[src/rtl/rv64wb_pkg.sv]
// Shared configuration and helpers for the rv64wb write-back arbiter and scoreboard.
// Holds the system sizing and the pending-counter update rule.
package rv64wb_pkg;

    localparam int XLEN_DEF          = 64;
    localparam int REG_ADDRWIDTH_DEF = 5;
    localparam int REG_NUM           = 32;

    localparam int CNT_W        = 2;
    localparam int STREAK_W     = 2;
    localparam int STREAK_LIMIT = 2;

    typedef enum logic [1:0] {
        GRANT_NONE = 2'd0,
        GRANT_ALU  = 2'd1,
        GRANT_LSU  = 2'd2
    } grant_e;

    // Simultaneous issue and retire on one register cancel out; the counter wraps otherwise.
    function automatic logic [CNT_W-1:0] cnt_next(input logic [CNT_W-1:0] cnt,
                                                  input logic inc,
                                                  input logic dec);
        logic [CNT_W-1:0] res;
        res = cnt;
        if (inc && !dec) begin
            res = cnt + CNT_W'(1);
        end else if (dec && !inc) begin
            res = cnt - CNT_W'(1);
        end
        return res;
    endfunction

endpackage

[src/rtl/rv64wb_scoreboard.sv]
// Per-register pending-write counters with combinational busy lookup for two sources.
// Register 0 is never tracked and always reads idle.
module rv64wb_scoreboard
    import rv64wb_pkg::*;
#(
    parameter int REG_ADDRWIDTH = REG_ADDRWIDTH_DEF,
    parameter int NUM_REGS      = REG_NUM
) (
    input  logic                     clk,
    input  logic                     rst_n,
    input  logic                     issue_valid,
    input  logic [REG_ADDRWIDTH-1:0] issue_rd,
    input  logic                     clr_valid,
    input  logic [REG_ADDRWIDTH-1:0] clr_idx,
    input  logic [REG_ADDRWIDTH-1:0] rs1_idx,
    input  logic [REG_ADDRWIDTH-1:0] rs2_idx,
    output logic                     rs1_busy,
    output logic                     rs2_busy
);

    logic [CNT_W-1:0]    count [NUM_REGS];
    logic [NUM_REGS-1:0] inc_vec;
    logic [NUM_REGS-1:0] dec_vec;

    always_comb begin
        inc_vec = '0;
        dec_vec = '0;
        if (issue_valid && (issue_rd != '0)) begin
            inc_vec[issue_rd] = 1'b1;
        end
        if (clr_valid) begin
            dec_vec[clr_idx] = 1'b1;
        end
    end

    always_ff @(posedge clk or negedge rst_n) begin
        if (!rst_n) begin
            for (int i = 0; i < NUM_REGS; i++) begin
                count[i] <= '0;
            end
        end else begin
            for (int i = 0; i < NUM_REGS; i++) begin
                count[i] <= cnt_next(count[i], inc_vec[i], dec_vec[i]);
            end
        end
    end

    assign rs1_busy = (rs1_idx != '0) && (count[rs1_idx] != '0);
    assign rs2_busy = (rs2_idx != '0) && (count[rs2_idx] != '0);

endmodule

[src/rtl/rv64wb.sv]
// Write-back arbiter: merges ALU and LSU results onto the single register-file write port
// and tracks outstanding destinations so decode can stall on RAW hazards.
module rv64wb
    import rv64wb_pkg::*;
#(
    parameter int XLEN          = XLEN_DEF,
    parameter int REG_ADDRWIDTH = REG_ADDRWIDTH_DEF
) (
    input  logic                     clk,
    input  logic                     rst_n,
    input  logic                     issue_valid,
    input  logic [REG_ADDRWIDTH-1:0] issue_rd,
    input  logic [REG_ADDRWIDTH-1:0] rs1_idx,
    input  logic [REG_ADDRWIDTH-1:0] rs2_idx,
    output logic                     rs1_busy,
    output logic                     rs2_busy,
    input  logic                     alu_valid,
    output logic                     alu_ready,
    input  logic [REG_ADDRWIDTH-1:0] alu_rd,
    input  logic [XLEN-1:0]          alu_data,
    input  logic                     lsu_valid,
    output logic                     lsu_ready,
    input  logic [REG_ADDRWIDTH-1:0] lsu_rd,
    input  logic [XLEN-1:0]          lsu_data,
    output logic [REG_ADDRWIDTH-1:0] wb_idx,
    output logic [XLEN-1:0]          wb_data,
    output logic                     wb_wen
);

    localparam int NUM_REGS = 1 << REG_ADDRWIDTH;

    logic [STREAK_W-1:0]      lsu_streak;
    logic [STREAK_W-1:0]      streak_next;
    logic                     alu_turn;
    grant_e                   grant;
    logic [REG_ADDRWIDTH-1:0] grant_rd;
    logic [XLEN-1:0]          grant_data;

    // The ALU is forced through once the LSU has won twice in a row against it.
    assign alu_turn  = alu_valid && (lsu_streak == STREAK_W'(STREAK_LIMIT));
    assign lsu_ready = lsu_valid & ~alu_turn;
    assign alu_ready = alu_valid & ~lsu_ready;

    always_comb begin
        grant       = GRANT_NONE;
        grant_rd    = alu_rd;
        grant_data  = alu_data;
        streak_next = '0;
        if (lsu_ready) begin
            grant      = GRANT_LSU;
            grant_rd   = lsu_rd;
            grant_data = lsu_data;
            if (alu_valid) begin
                streak_next = lsu_streak + STREAK_W'(1);
            end
        end else if (alu_ready) begin
            grant = GRANT_ALU;
        end
    end

    // Write-back register stage: one cycle between handshake and register-file write.
    always_ff @(posedge clk or negedge rst_n) begin
        if (!rst_n) begin
            lsu_streak <= '0;
            wb_wen     <= 1'b0;
            wb_idx     <= '0;
            wb_data    <= '0;
        end else begin
            lsu_streak <= streak_next;
            wb_wen     <= (grant != GRANT_NONE) && (grant_rd != '0);
            if (grant != GRANT_NONE) begin
                wb_idx  <= grant_rd;
                wb_data <= grant_data;
            end
        end
    end

    rv64wb_scoreboard #(
        .REG_ADDRWIDTH (REG_ADDRWIDTH),
        .NUM_REGS      (NUM_REGS)
    ) u_scoreboard (
        .clk         (clk),
        .rst_n       (rst_n),
        .issue_valid (issue_valid),
        .issue_rd    (issue_rd),
        .clr_valid   (wb_wen),
        .clr_idx     (wb_idx),
        .rs1_idx     (rs1_idx),
        .rs2_idx     (rs2_idx),
        .rs1_busy    (rs1_busy),
        .rs2_busy    (rs2_busy)
    );

endmodule

[config.mk]
export PLATFORM = sky130hd
export DESIGN_NAME = rv64wb
export DESIGN_NICKNAME = d
export VERILOG_FILES = /design/src/rtl/rv64wb_pkg.sv /design/src/rtl/rv64wb_scoreboard.sv /design/src/rtl/rv64wb.sv
export SDC_FILE = /design/constraint.sdc
export NUM_CORES = 1
export LEC_CHECK = 0
export CORE_UTILIZATION = 51
export DETAILED_ROUTE_END_ITERATION = 7
export PLACE_DENSITY_LB_ADDON = 0.12
export SYNTH_ARGS = -nofsm -noshare
export SYNTH_HDL_FRONTEND = slang
export SYNTH_SLANG_ARGS = --single-unit
export TNS_END_PERCENT = 50
[constraint.sdc]
create_clock -name clk -period 5.7 [get_ports clk]
set_input_delay 1.14 -clock clk [delete_from_list [all_inputs] [get_ports clk]]
set_output_delay 1.14 -clock clk [all_outputs]
set_load 0.005 [all_outputs]
==> metrics.txt <==
status=finished clean; Cell Int Power=between 2 and 2.5 mW; CP Data Required Time=4.56 ns; Comb power frac=23.6%; post-synthesis cell type count=39; Chip Width=121.3 um; largest net degree at the start of global routing=108; CTS tree=yes; crit path max-delay cell type=clkdlybuf4s50_1; CTS max path bufs=2; r2r setup slk=3.13 ns; routability cong.=slightly below 0.9; Routed Antenna Nets=0; Setup CP Type=input pin to output port; leakage power=around 4.4 nW; clk_skew=0.006905 ns; Synth Instances=731; sequential share of power=a little over two fifths; Cells after DPL=approximately 1100; Die Height=121.3 um; DRC=0; post-synth top area share=46.18%; Peak Freq=205.7 MHz; drt via density=5.424; R2R depth=5; maxcap violations=0; Skew-Pair Late Insertion Delay=approximately 0.42 ns; Site Rows=43; worst slew pin tran=1.351 ns; synth top area cells=dfrtp_1 46%, mux2i_1 9.5%, xor2_1 7.5%, ha_1 5.5%, o21ai_0 5.5%; die area=~15000 um^2; synth warn=0; Critical Path Fanout Max=17; normalized max-slew margin=9.753%; Yosys reg bits=134; Worst Hold Class=flop to flop; Area Overhead vs Synth=41.73%; Initial Utilization=52.32%; Setup Viol. Count Final=0; Final Hold Viols=0; final non-filler cell total=1140; Syn Nets=around 920; unrepaired setup endpoints after global routing=false; clk root buf=clkbuf_16; number of DRC markers in iteration 0=321; fin crit share=a little under nine tenths; share of total power in the clock network=about a third; vias in the first global route=around 6600; Antenna Cells=0; largest area contributor in the netlist=dfrtp_1; postcts setup bufs=0; Core ar.=13880 um^2; # fillers=983; dpl hpwl=15350 um; Post-synth top flop=dfrtp_1; Worst path max stage delay=0.74 ns; Post-Synthesis Cell Area=7262 um^2; Final Slew Violations=0; P_sw=1.033 mW; most used cell, CP=clkdlybuf4s50_1; Resized Gates After CTS=0; Post-synth EDFFs=0; CTS H-Tree Depth=4; Worst-path clk slew=0.06 ns; cells along the critical path=clkdlybuf4s50_1, inv_2, mux4_2, a2111oi_0, a211o_1, clkdlybuf4s50_1; Reg-to-Reg End=wb_data[15]$_DFFE_PN0P_; utilization after layout=74.15%; worst vdd ir=0.2475 mV; PD cells=roughly 340 nW/um^2; synthesized area per cell=slightly below 10 um^2; Worst Setup EP=rs1_busy; CTS Hold Bufs=0; Reg area=3353 um^2; Reg2Reg Launch Point=lsu_streak[0]$_DFF_PN0_; DR WL/cell=between 15 and 20 um; register area share after synthesis=46.18%; fin crit period=roughly 4.9 ns; io pins=between 200 and 250; share of layout cells above drive strength 1=slightly below 5%; initial antenna violation count=0; CP endpoint kind=output port; IO Port Bufs=231; arrival time at the worst endpoint=3.72 ns; worst setup path start=rs1_idx[0]; gr ovfl total=0; fin nets=1139; Net Sw Frac=between 20% and 30%; first-pass GRT wire length=33210 um; asr flop ratio synth=100.0%; TritonCTS Sinks=134; DR pass1 iterations=4; multi-input combinational cell area=3739 um^2; GRT Resource Usage Total=between 20% and 30%; routed wire length=20790 um; CTS buffer count=17; Post-Route Setup TNS=0 ns; Startpoint Class=input pin; via count=6183
==> kinds of logic after synthesis <==
group | synth area share (%)
AOI/OAI and AO/OA | 8.529
buffers and inverters | 2.498
DFF | 46.18
muxes | 11.84
and+or+nand+nor | 14.23
xor gates and xnor gates | 11.22
adders and majority gates | 5.513
==> metrics by stage <==
stage          hold slack, ns  power, mW  instance area, um^2  setup WS, ns
6_report               0.4231      3.466                10290        0.8377
5_1_grt                0.4561      3.633                10290        0.7163
4_1_cts                0.4277      3.483                10290        0.8654
3_5_place_dp           0.4197      2.315                 9677        0.8908
3_3_place_gp           0.4158      2.276                 9677        0.9151
2_1_floorplan          0.4025      1.901                 7262         2.225
==> power by group through the flow <==
stage                     combinational, mW  sequential, mW  clock, mW
after global placement                0.783            1.49          0
after floorplan                       0.461            1.44          0
after CTS                             0.826            1.50       1.16
final                                 0.819            1.50       1.15
after global routing                  0.900            1.54       1.20
after detailed placement              0.811            1.50          0
==> cell usage after synthesis (2+ instances only) <==
cell type / n
a31oi_1: 2
clkbuf_1: 22
nand3b_1: 6
buf_1: 2
mux2i_1: 69
xnor2_1: 31
nand2_1: 105
mux4_1: 3
nor2_1: 93
ha_1: 32
or4_1: 2
buf_6: 2
and3b_1: 3
o21ai_0: 80
a211oi_1: 2
nor3_1: 18
inv_1: 4
a21oi_1: 14
nor3b_1: 4
xor2_1: 62
mux4_2: 4
buf_2: 10
a2111oi_0: 5
o211ai_1: 2
or3b_2: 3
nand3_1: 2
and3_1: 4
dfrtp_1: 134
==> routing by layer <==
layer / GRT usage [%] / vias up / wire length [um]
met2: 51.53 / 220 / 10870
li1: - / 2932 / -
met5: 0 / - / 0
met3: 8.600 / 37 / 1345
met4: 11.50 / 0 / 486
met1: 34.42 / 2994 / 8089
==> cell usage in the layout, fill, tap and decap left out, types with 17 or more instances in the layout <==
master,instances
clkdlybuf4s50_1,229
dfrtp_1,134
nand2_1,105
nor2_1,93
o21ai_0,80
mux2i_1,69
xor2_1,62
ha_1,32
xnor2_1,31
nor3_1,18
clkbuf_16,17
==> worst min-delay path by stage <==
stage / from / slack, ns / depth (start not counted) / end
global route: lsu_streak[0]$_DFF_PN0_ / 0.46 / 1 / lsu_streak[0]$_DFF_PN0_
global placement: lsu_streak[0]$_DFF_PN0_ / 0.42 / 1 / lsu_streak[0]$_DFF_PN0_
detailed placement: lsu_streak[0]$_DFF_PN0_ / 0.42 / 1 / lsu_streak[0]$_DFF_PN0_
finish: lsu_streak[0]$_DFF_PN0_ / 0.42 / 1 / lsu_streak[0]$_DFF_PN0_
floorplan: lsu_streak[0]$_DFF_PN0_ / 0.40 / 1 / lsu_streak[0]$_DFF_PN0_
CTS: lsu_streak[0]$_DFF_PN0_ / 0.43 / 1 / lsu_streak[0]$_DFF_PN0_
==> layout make-up <==
type / instances / share of cell area [%]
timing repair buffer: 235 / 22.74
clock buffer: 22 / 4.802
sequential: 134 / 32.58
multi-input combinational: 556 / 36.32
tap: 180 / 2.188
inverter: 5 / 0.1823
clock inverter: 8 / 1.179
==> critical path, delay by kind of cell <==
kind | cells | cell delay [ns]
buf+inv | 3 | 1.45
mux | 1 | 0.51
compound gates | 2 | 0.61
==> flip-flops by register name (all words and copies together), names as in the netlist <==
| name | cells |
|---|---|
| wb_idx | 5 |
| u_scoreboard.count | 62 |
| lsu_streak | 2 |
| wb_data | 64 |
| wb_wen | 1 |
(Power assumes the default switching activity.)
